===== config.mk =====
export PLATFORM = sky130hd
export DESIGN_NAME = cgra_add_unit
export DESIGN_NICKNAME = d
export VERILOG_FILES = /design/src/rtl/cgra_pkg.sv /design/src/rtl/cgra_add_core.sv /design/src/rtl/cgra_add_unit.sv
export SDC_FILE = /design/constraint.sdc
export NUM_CORES = 1
export LEC_CHECK = 0
export ABC_AREA = 1
export CORE_MARGIN = 2
export CORE_UTILIZATION = 29
export CTS_CLUSTER_DIAMETER = 100
export CTS_CLUSTER_SIZE = 12
export DETAILED_ROUTE_END_ITERATION = 10
export PLACE_DENSITY_LB_ADDON = 0.08
export SYNTH_ARGS = -nofsm -noshare
export SYNTH_HDL_FRONTEND = slang
export SYNTH_SLANG_ARGS = --single-unit

===== constraint.sdc =====
create_clock -name clk -period 2.22 [get_ports clk]
set_input_delay 0.222 -clock clk [delete_from_list [all_inputs] [get_ports clk]]
set_output_delay 0.222 -clock clk [all_outputs]
set_load 0.05 [all_outputs]

===== src/rtl/cgra_pkg.sv =====
// Shared types and defaults for the CGRA tile add/sub unit.
// The optional clamp build is selected with CGRA_ADD_SAT_EN (see cgra_add_core).
package cgra_pkg;

    typedef enum logic [1:0] {
        ADD = 2'd0,
        SUB = 2'd1,
        ADC = 2'd2,
        ACC = 2'd3
    } add_op_e;

    localparam int unsigned WIDTH_DEF     = 16;
    localparam int unsigned CNT_WIDTH_DEF = 16;

    // Ops whose carry feeds the multi-word chain register
    function automatic logic updates_chain(input add_op_e op);
        logic res;
        case (op)
            ADD:     res = 1'b1;
            SUB:     res = 1'b1;
            ADC:     res = 1'b1;
            ACC:     res = 1'b0;
            default: res = 1'b0;
        endcase
        return res;
    endfunction

endpackage


===== src/rtl/cgra_add_core.sv =====
// Combinational WIDTH-bit adder with optional B inversion, carry and signed overflow.
// With CGRA_ADD_SAT_EN defined the sum is clamped on carry (add) or borrow (subtract).
module cgra_add_core
    import cgra_pkg::*;
#(
    parameter int unsigned WIDTH = WIDTH_DEF
) (
    input  logic [WIDTH-1:0] a,
    input  logic [WIDTH-1:0] b,
    input  logic             cin,
    input  logic             invert_b,
    output logic [WIDTH-1:0] sum,
    output logic             carry,
    output logic             ovf
);

    logic [WIDTH-1:0] b_eff_s;
    logic [WIDTH:0]   full_s;
    logic [WIDTH-1:0] raw_sum_s;

    // Single WIDTH+1 adder; carry is the top bit, overflow from operand/result signs
    always_comb begin
        if (invert_b) begin
            b_eff_s = ~b;
        end else begin
            b_eff_s = b;
        end
        full_s    = {1'b0, a} + {1'b0, b_eff_s} + {{WIDTH{1'b0}}, cin};
        raw_sum_s = full_s[WIDTH-1:0];
        carry     = full_s[WIDTH];
        ovf       = (a[WIDTH-1] == b_eff_s[WIDTH-1]) && (raw_sum_s[WIDTH-1] != a[WIDTH-1]);
    end

`ifdef CGRA_ADD_SAT_EN
    // Subtract clamps to zero on borrow, additions clamp to all-ones on carry
    always_comb begin
        if (invert_b && !carry) begin
            sum = {WIDTH{1'b0}};
        end else if (!invert_b && carry) begin
            sum = {WIDTH{1'b1}};
        end else begin
            sum = raw_sum_s;
        end
    end
`else
    assign sum = raw_sum_s;
`endif

endmodule


===== src/rtl/cgra_add_unit.sv =====
// Handshaked add/sub/adc/accumulate unit for the CGRA tile datapath, 1-cycle latency.
// Define CGRA_ADD_SAT_EN to build the saturating variant of cgra_add_core.
module cgra_add_unit
    import cgra_pkg::*;
#(
    parameter int unsigned WIDTH     = WIDTH_DEF,
    parameter int unsigned CNT_WIDTH = CNT_WIDTH_DEF
) (
    input  logic                 clk,
    input  logic                 reset,
    input  logic                 on_off,
    input  logic                 in_valid,
    output logic                 in_ready,
    input  add_op_e              op,
    input  logic [WIDTH-1:0]     a,
    input  logic [WIDTH-1:0]     b,
    input  logic                 acc_clr,
    output logic                 out_valid,
    input  logic                 out_ready,
    output logic [WIDTH-1:0]     c,
    output logic                 carry_out,
    output logic                 ovf,
    output logic                 zero,
    output logic [CNT_WIDTH-1:0] op_count
);

    logic [WIDTH-1:0]     acc_r;
    logic                 chain_c_r;
    logic [WIDTH-1:0]     c_r;
    logic                 carry_out_r;
    logic                 ovf_r;
    logic                 zero_r;
    logic                 out_valid_r;
    logic [CNT_WIDTH-1:0] op_count_r;

    logic                 in_ready_s;
    logic                 accept_s;
    logic                 consume_s;
    logic [WIDTH-1:0]     acc_eff_s;
    logic                 chain_eff_s;
    logic [WIDTH-1:0]     op_a_s;
    logic [WIDTH-1:0]     op_b_s;
    logic                 cin_s;
    logic                 invert_b_s;
    logic [WIDTH-1:0]     core_sum_s;
    logic                 core_carry_s;
    logic                 core_ovf_s;

    // Handshake: a stalled result blocks new operands
    always_comb begin
        in_ready_s = on_off && (!out_valid_r || out_ready);
        accept_s   = in_valid && in_ready_s;
        consume_s  = out_valid_r && out_ready;
    end

    // acc_clr takes effect before a same-cycle ACC/ADC reads acc or chain carry
    always_comb begin
        if (acc_clr) begin
            acc_eff_s   = {WIDTH{1'b0}};
            chain_eff_s = 1'b0;
        end else begin
            acc_eff_s   = acc_r;
            chain_eff_s = chain_c_r;
        end
    end

    // Map the opcode onto the core's operand/cin/invert controls
    always_comb begin
        op_a_s     = a;
        op_b_s     = b;
        cin_s      = 1'b0;
        invert_b_s = 1'b0;
        case (op)
            ADD: begin
                op_a_s = a;
                op_b_s = b;
            end
            SUB: begin
                cin_s      = 1'b1;
                invert_b_s = 1'b1;
            end
            ADC: begin
                cin_s = chain_eff_s;
            end
            ACC: begin
                op_a_s = acc_eff_s;
                op_b_s = a;
            end
            default: begin
                op_a_s = a;
                op_b_s = b;
            end
        endcase
    end

    cgra_add_core #(
        .WIDTH (WIDTH)
    ) u_core (
        .a        (op_a_s),
        .b        (op_b_s),
        .cin      (cin_s),
        .invert_b (invert_b_s),
        .sum      (core_sum_s),
        .carry    (core_carry_s),
        .ovf      (core_ovf_s)
    );

    // Result/flag registers, accumulator and chain carry; on_off low flushes
    always_ff @(posedge clk or posedge reset) begin
        if (reset) begin
            acc_r       <= {WIDTH{1'b0}};
            chain_c_r   <= 1'b0;
            c_r         <= {WIDTH{1'b0}};
            carry_out_r <= 1'b0;
            ovf_r       <= 1'b0;
            zero_r      <= 1'b0;
            out_valid_r <= 1'b0;
        end else if (!on_off) begin
            acc_r       <= {WIDTH{1'b0}};
            chain_c_r   <= 1'b0;
            out_valid_r <= 1'b0;
        end else begin
            if (accept_s) begin
                c_r         <= core_sum_s;
                carry_out_r <= core_carry_s;
                ovf_r       <= core_ovf_s;
                zero_r      <= (core_sum_s == {WIDTH{1'b0}});
                out_valid_r <= 1'b1;
            end else if (consume_s) begin
                out_valid_r <= 1'b0;
            end

            if (accept_s && (op == ACC)) begin
                acc_r <= core_sum_s;
            end else if (acc_clr) begin
                acc_r <= {WIDTH{1'b0}};
            end

            if (accept_s && updates_chain(op)) begin
                chain_c_r <= core_carry_s;
            end else if (acc_clr) begin
                chain_c_r <= 1'b0;
            end
        end
    end

    // Count results taken downstream; survives on_off flushes
    always_ff @(posedge clk or posedge reset) begin
        if (reset) begin
            op_count_r <= {CNT_WIDTH{1'b0}};
        end else if (consume_s) begin
            op_count_r <= op_count_r + {{(CNT_WIDTH-1){1'b0}}, 1'b1};
        end
    end

    assign in_ready  = in_ready_s;
    assign out_valid = out_valid_r;
    assign c         = c_r;
    assign carry_out = carry_out_r;
    assign ovf       = ovf_r;
    assign zero      = zero_r;
    assign op_count  = op_count_r;

endmodule


==> flow_summary.ini, run 1 <==
[worst_setup_path]
arrival_ps = 2650
critPathMaxFanout = 3
cp-end-kind = flip-flop
path_delay_family = adder cells
critPathSlowestCell = fa_2
cp_data_required_time_ps = 2450
critical_path_class = reg -> reg
crit_cells = 16
path_cells = nand3_1 > a21o_1 > fa_2 > fa_2 > inv_2 > buf_6 > nand2_4 > nand3_2 > nand2_2 > nand2_2 > nand2_2 > nand2_2 > nand2_1 > nor2_1 > nand2_1 > nand2_1
startpoint_type = flip-flop
reg2reg_depth = 16
critPathBufInv = 2
critPathMaxStageDelay_ps = 420
crit_path_frequent_cell = nand2_2

[cells_and_area]
fin_cells = 902
area_delta_synth_final_pct = 54.8
antennaDiodeCount = 0
stdcell_area_um2 = 6240
drive_above_1_share_pct = 29.5
nets = 783

[synth]
yosysWarningCount = 0
syn_area_um2 = 4030
yosysMostFrequentCell = nand2_1
synthCells = 573
post-synth-top-area-cell = dfrtp_1
syn_area_per_cell_um2 = 7.03
synth_top_area_share_pct = 32.9
ys_top_cells_by_area = dfrtp_1, nand2_1, inv_1, ha_1, xor2_1
ys_top_cells_by_count = nand2_1, inv_1, dfrtp_1
synth_edf_count = 0
synthArstFlopShare_pct = 100
ys_types = 32
syn_nets = 635
ys_seq_area_share_pct = 32.9
synth_flop_cell = dfrtp_1
synth-seq-cells = 53

[floorplan]
coreArea_um2 = 13700
die_w_um = 122
start_util_pct = 29.4
dieHeight_um = 122
ios = 77
rows = 43
dieArea_um2 = 14900

[power]
ir_worst_vdd_mv = 0.412
power_w = 0.00438
share_comb_of_total_power_pct = 55.0
switching_power_w = 0.00189
power_leakage_nw = 3.15
seq_power_share_pct = 27.9
p_per_area_nw_per_um2 = 702
intPower_w = 0.00249
switching_share_pct = 43.1
power_frac_clock_pct = 17.1

[placement]
place_inst = 882
dp_hpwl_um = 9620
dpl_cell_area_um2 = 5540
pre_cts_ws_ps = -961
io_buffers = 76
gp_congestion = 0.836

[grt]
grt_pass1_vias = 3920
grt_usage_pct = 17.0
grt-ovfl-total = 0
antenna_found_initial = 0
grt_max_degree = 32
grt_pass1_wl_um = 20000

[clock_network]
htree_levels = 2
root_buffer = clkbuf_16
tritoncts = built
clk-insertion-delay-late_ps = 290
cts-buffers-inserted = 5
cts_sinks = 53
cts_hold_buf = 0
clockBufferDepth = 2
clk_pin_slew_ps = 70

[sta]
finalHoldViolCount = 0
setup_slack_ps = -202
setup_viol = 14
skew_ps = 7.66
slew_violations = 0
final.period_utilization_pct = 109
worstMarginPinSlew_ps = 552
finalCriticalPeriod_ps = 2420
slew_headroom_pct = 62.9
rsz0062_at_grt = yes
clock.fmax_mhz = 413

[drt]
wl_per_cell_um = 13.9
drt-initial-drc-count = 205
drt_drc_violations_left = 0
drt_first_pass_iters = 4
vias = 4080
drt-total-wl_um = 12500
antenna_left = 0
viasPerCell = 4.52

[min_path]
worstHoldPathType = in -> async

[status]
violations = setup timing
status = finished, violations left

[run]
drv_cap = 0
## worst paths after layout
kind | to | slack, ps | startpoint
max | zero | -200 | chain_c_r
min | ovf | 270 | reset
max reg2reg | zero | -200 | chain_c_r
min reg2reg | c[6] | 480 | c[6]
max in group asynchronous | op_count[13] | 1340 | reset
min in group clk | c[6] | 480 | c[6]
## power by group through the flow
stage | sequential (W) | clock, W | combinational, W
CTS | 0.00122 | 0.000784 | 0.00227
finish | 0.00122 | 0.000750 | 0.00241
floorplan | 0.00171 | 0 | 0.000805
detailed placement | 0.00124 | 0 | 0.00215
global placement | 0.00124 | 0 | 0.00214
global route | 0.00124 | 0.000815 | 0.00262
## layout by cell type (no fill, tap or decap), drive strengths merged, types with 2 or more instances in the layout
| cell | netlist | routed |
|---|---|---|
| a21oi | 26 | 26 |
| and2 | 2 | 2 |
| buf | 5 | 78 |
| clkbuf | 7 | 8 |
| clkdlybuf4s50 | 0 | 70 |
| clkinv | 1 | 2 |
| dfrtp | 53 | 53 |
| dlymetal6s2s | 0 | 2 |
| fa | 2 | 2 |
| ha | 20 | 20 |
| inv | 87 | 88 |
| mux2i | 13 | 13 |
| nand2 | 214 | 214 |
| nand3 | 27 | 27 |
| nand4 | 11 | 11 |
| nor2 | 24 | 24 |
| nor3 | 4 | 4 |
| nor4 | 3 | 3 |
| o21ai | 38 | 38 |
| xnor2 | 6 | 6 |
| xor2 | 26 | 26 |
## timing repair
item / CTS / global route
gates cloned: 1 / 2
setup endpoints to repair: 34 / 29
gates resized for setup: 59 / 79
pin swaps: 28 / 32
setup buffers: 2 / 7
## worst register-to-register path: stages (launching register included)
cell     delay [ps]
dfrtp_1         390
nand3_1          90
a21o_1          180
fa_2            420
fa_2            380
inv_2           100
buf_6           120
nand2_4          50
nand3_2          80
nand2_2          70
nand2_2         100
nand2_2          60
nand2_2          80
nand2_1          60
nor2_1          100
nand2_1          50
nand2_1          50
## through the flow
stage	utilization [%]	TNS (ps)	hold WS, ps
5_1_grt	45.5	-3840	343
3_5_place_dp	40.4	-26040	473
4_1_cts	42.7	-1230	295
3_3_place_gp	40.4	-23650	469
2_1_floorplan	-	-521	339
6_report	45.5	-1230	271
## layer usage
layer / vias up / GRT usage [%] / wire length [um]
li1: 2101 / - / -
met1: 1914 / 23.7 / 6070
met2: 59 / 28.3 / 5980
met3: 6 / 3.09 / 399
met4: 0 / 1.94 / 76
met5: - / 0 / 0
## logic make-up (layout without fill, tap and decap cells)
group           Yosys count  in the layout  share of synthesized area [%]
mux                      13             13                           3.23
compound gates           66             66                           8.29
xor+xnor                 32             32                           6.95
fa+ha+maj                22             22                           7.20
buf+inv                 100            249                           9.47
simple gates            287            287                           31.9
flops                    53             53                           32.9
## cell type report
class                      instances  area (um2)
multi-input combinational        420        2720
timing repair buffer             153        1490
sequential                        53        1330
inverter                          88         340
clock inverter                     2        10.0
fill                            1419        7480
clock buffer                       6         129
tap                              180         225
## state kept, by name, indices dropped and copies added, names as in the netlist
name       count
acc_r         16
c             16
op_count      16
carry_out      1
chain_c_r      1
out_valid      1
ovf            1
zero           1
Note: power is estimated with default switching activity, not from simulation.
==> run 2: changes to the inputs <==
--- a/config.mk
+++ b/config.mk
@@ -6,7 +6,6 @@
 export NUM_CORES = 1
 export LEC_CHECK = 0
 export ABC_AREA = 1
-export CORE_MARGIN = 2
 export CORE_UTILIZATION = 29
 export CTS_CLUSTER_DIAMETER = 100
 export CTS_CLUSTER_SIZE = 12
@@ -15,3 +14,4 @@
 export SYNTH_ARGS = -nofsm -noshare
 export SYNTH_HDL_FRONTEND = slang
 export SYNTH_SLANG_ARGS = --single-unit
+export TNS_END_PERCENT = 100
==> run 2 against run 1 <==
  * The flow still finishes with violations (setup timing)
  * Die area down 3.3%
  * Routed wire length up 2.6%
  * Core utilization grew 2.6 points
  * Critical path depth fell by 3
  * Clock power is 21% higher
  * Flip-flop and latch count is the same
  * Clock skew shrank 2.7 ps
  * Largest cell class unchanged
  * Combinational power is 5% higher
  * Power grew 6.3%
  * Sequential power is essentially flat
  * Count of clock-buffer cells in the layout rose by 1
  * Critical path type unchanged
  * Register-to-register slack gained 90 ps
  * Largest power group unchanged
==> flow_summary.ini, run 2 (synthesis results as in run 1) <==
[drt]
drt-total-wl_um = 12900
vias = 4094
drt_first_pass_iters = 4
antenna_left = 0
wl_per_cell_um = 14.2
drt_drc_violations_left = 0
drt-initial-drc-count = 162
viasPerCell = 4.52

[clock_network]
root_buffer = clkbuf_16
clockBufferDepth = 2
tritoncts = built
clk_pin_slew_ps = 70
clk-insertion-delay-late_ps = 290
cts-buffers-inserted = 5
htree_levels = 2
cts_sinks = 53

[cells_and_area]
area_delta_synth_final_pct = 60.0
final_common_cell = nand2_1
drive_above_1_share_pct = 32.6
final_cell_mix = nand2_1, inv_1, clkdlybuf4s50_1, buf_4, dfrtp_1
fin_cells = 905
nets = 790
antennaDiodeCount = 0

[sta]
rsz0062_at_grt = yes
slew_violations = 0
clock.fmax_mhz = 428
setup_slack_ps = -116
final.period_utilization_pct = 105
skew_ps = 5.01
finalHoldViolCount = 0
tns_ps = -468
slew_headroom_pct = 60.2
finalCriticalPeriod_ps = 2340
setup_viol = 7
worstMarginPinSlew_ps = 592

[grt]
antenna_found_initial = 0
grt_max_degree = 37
grt_pass1_wl_um = 20100
grt-ovfl-total = 0
grt_usage_pct = 17.7
grt_pass1_vias = 3921

[status]
violations = setup timing
status = finished, violations left

[floorplan]
rows = 42
dieArea_um2 = 14400
coreArea_um2 = 13400
start_util_pct = 30.1
dieHeight_um = 120
die_w_um = 120
ios = 77

[worst_setup_path]
r2r-start = acc_r[0]
startpoint_type = flip-flop
worst-r2r-setup-slack_ps = -120
reg2reg_depth = 13
crit_start = acc_r[0]
crit_end = zero
arrival_ps = 2560
cp-end-kind = flip-flop
cp_data_required_time_ps = 2450
reg2reg_to = zero
critPathMaxFanout = 2
critical_path_class = reg -> reg

[power]
power_leakage_nw = 3.22
switching_share_pct = 42.0
power_frac_clock_pct = 19.4
seq_power_share_pct = 26.3
p_per_area_nw_per_um2 = 721
share_comb_of_total_power_pct = 54.2
switching_power_w = 0.00195
ir_worst_vdd_mv = 0.433
intPower_w = 0.00270

[placement]
gp_congestion = 0.836
io_buffers = 76
place_inst = 878
dp_hpwl_um = 9360

[min_path]
worstHoldPathType = in -> async

[run]
drv_cap = 0
-- run 2: cell types whose count changed in the layout (fill, tap and decap cells not counted), sizes merged --
cell	before	now
inv	88	87
bufinv	0	1
buf	78	85
dlygate4sd2	1	2
clkbuf	8	10
clkinv	2	1
dlymetal6s2s	2	0
-- run 2: worst max-delay path, cell delays in order (launching register included) --
cell	delay (ps)
dfrtp_1	340
inv_2	40
o21ai_2	120
o21ai_2	80
fa_2	420
fa_2	570
nand2_2	50
nor3_2	140
nand3_1	90
nor2_1	120
nand3_1	90
nor2_1	110
nand2_1	60
nand2_1	50
-- run 2: worst min path at each step --
stage	from	endpoint	slack (ps)
5_1_grt	reset	out_valid	280
2_1_floorplan	on_off	acc_r[3]	340
4_1_cts	reset	c[2]	250
6_report	reset	c[2]	250
3_5_place_dp	c[2]	c[2]	460
3_3_place_gp	c[8]	c[8]	470
-- run 2: per-stage QoR --
stage	worst slack (ps)	total power (W)	hold WS [ps]	utilization [%]	area [um2]
after global routing	-291	0.00494	283	48.1	6450
after global placement	-928	0.00338	470	41.4	5550
after floorplan	-188	0.00252	339	-	4090
after detailed placement	-955	0.00338	464	41.4	5550
after CTS	-142	0.00446	252	44.8	6000
final	-116	0.00465	247	48.1	6450
-- run 2: layout make-up --
cell class,instances,area (um2)
fillers,1344,6950
multi-input cells,420,2820
repair buffers,160,1560
flip-flops and latches,53,1330
inverters,88,344
well taps,176,220
clock buffers,7,143
clock inverters,1,30.0
-- run 2: metal layers --
| layer | GRT usage, % | share of wire, % | up-vias |
|---|---|---|---|
| met3 | 2.57 | 3.7 | 6 |
| met5 | 0 | 0 | - |
| met1 | 25.3 | 49 | 1896 |
| li1 | - | - | 2110 |
| met2 | 28.9 | 47 | 82 |
| met4 | 2.27 | 0.84 | 0 |
-- run 2: repair_timing --
action / 4_1_cts / 5_1_grt
cloned: 2 / 2
endpoints found under the hold margin: 0 / 0
buffers inserted: 7 / 12
endpoints found under the setup margin: 34 / 28
hold buffers: 0 / 0
gates resized for setup: 67 / 95
pin swaps: 27 / 48
-- run 2: power by group through the flow --
stage	Sequential (W)	Combinational [W]	Clock, W
detailed placement	0.00124	0.00214	0
finish	0.00122	0.00252	0.000904
global placement	0.00124	0.00214	0
floorplan	0.00171	0.000805	0
CTS	0.00122	0.00230	0.000932
global route	0.00124	0.00272	0.000981
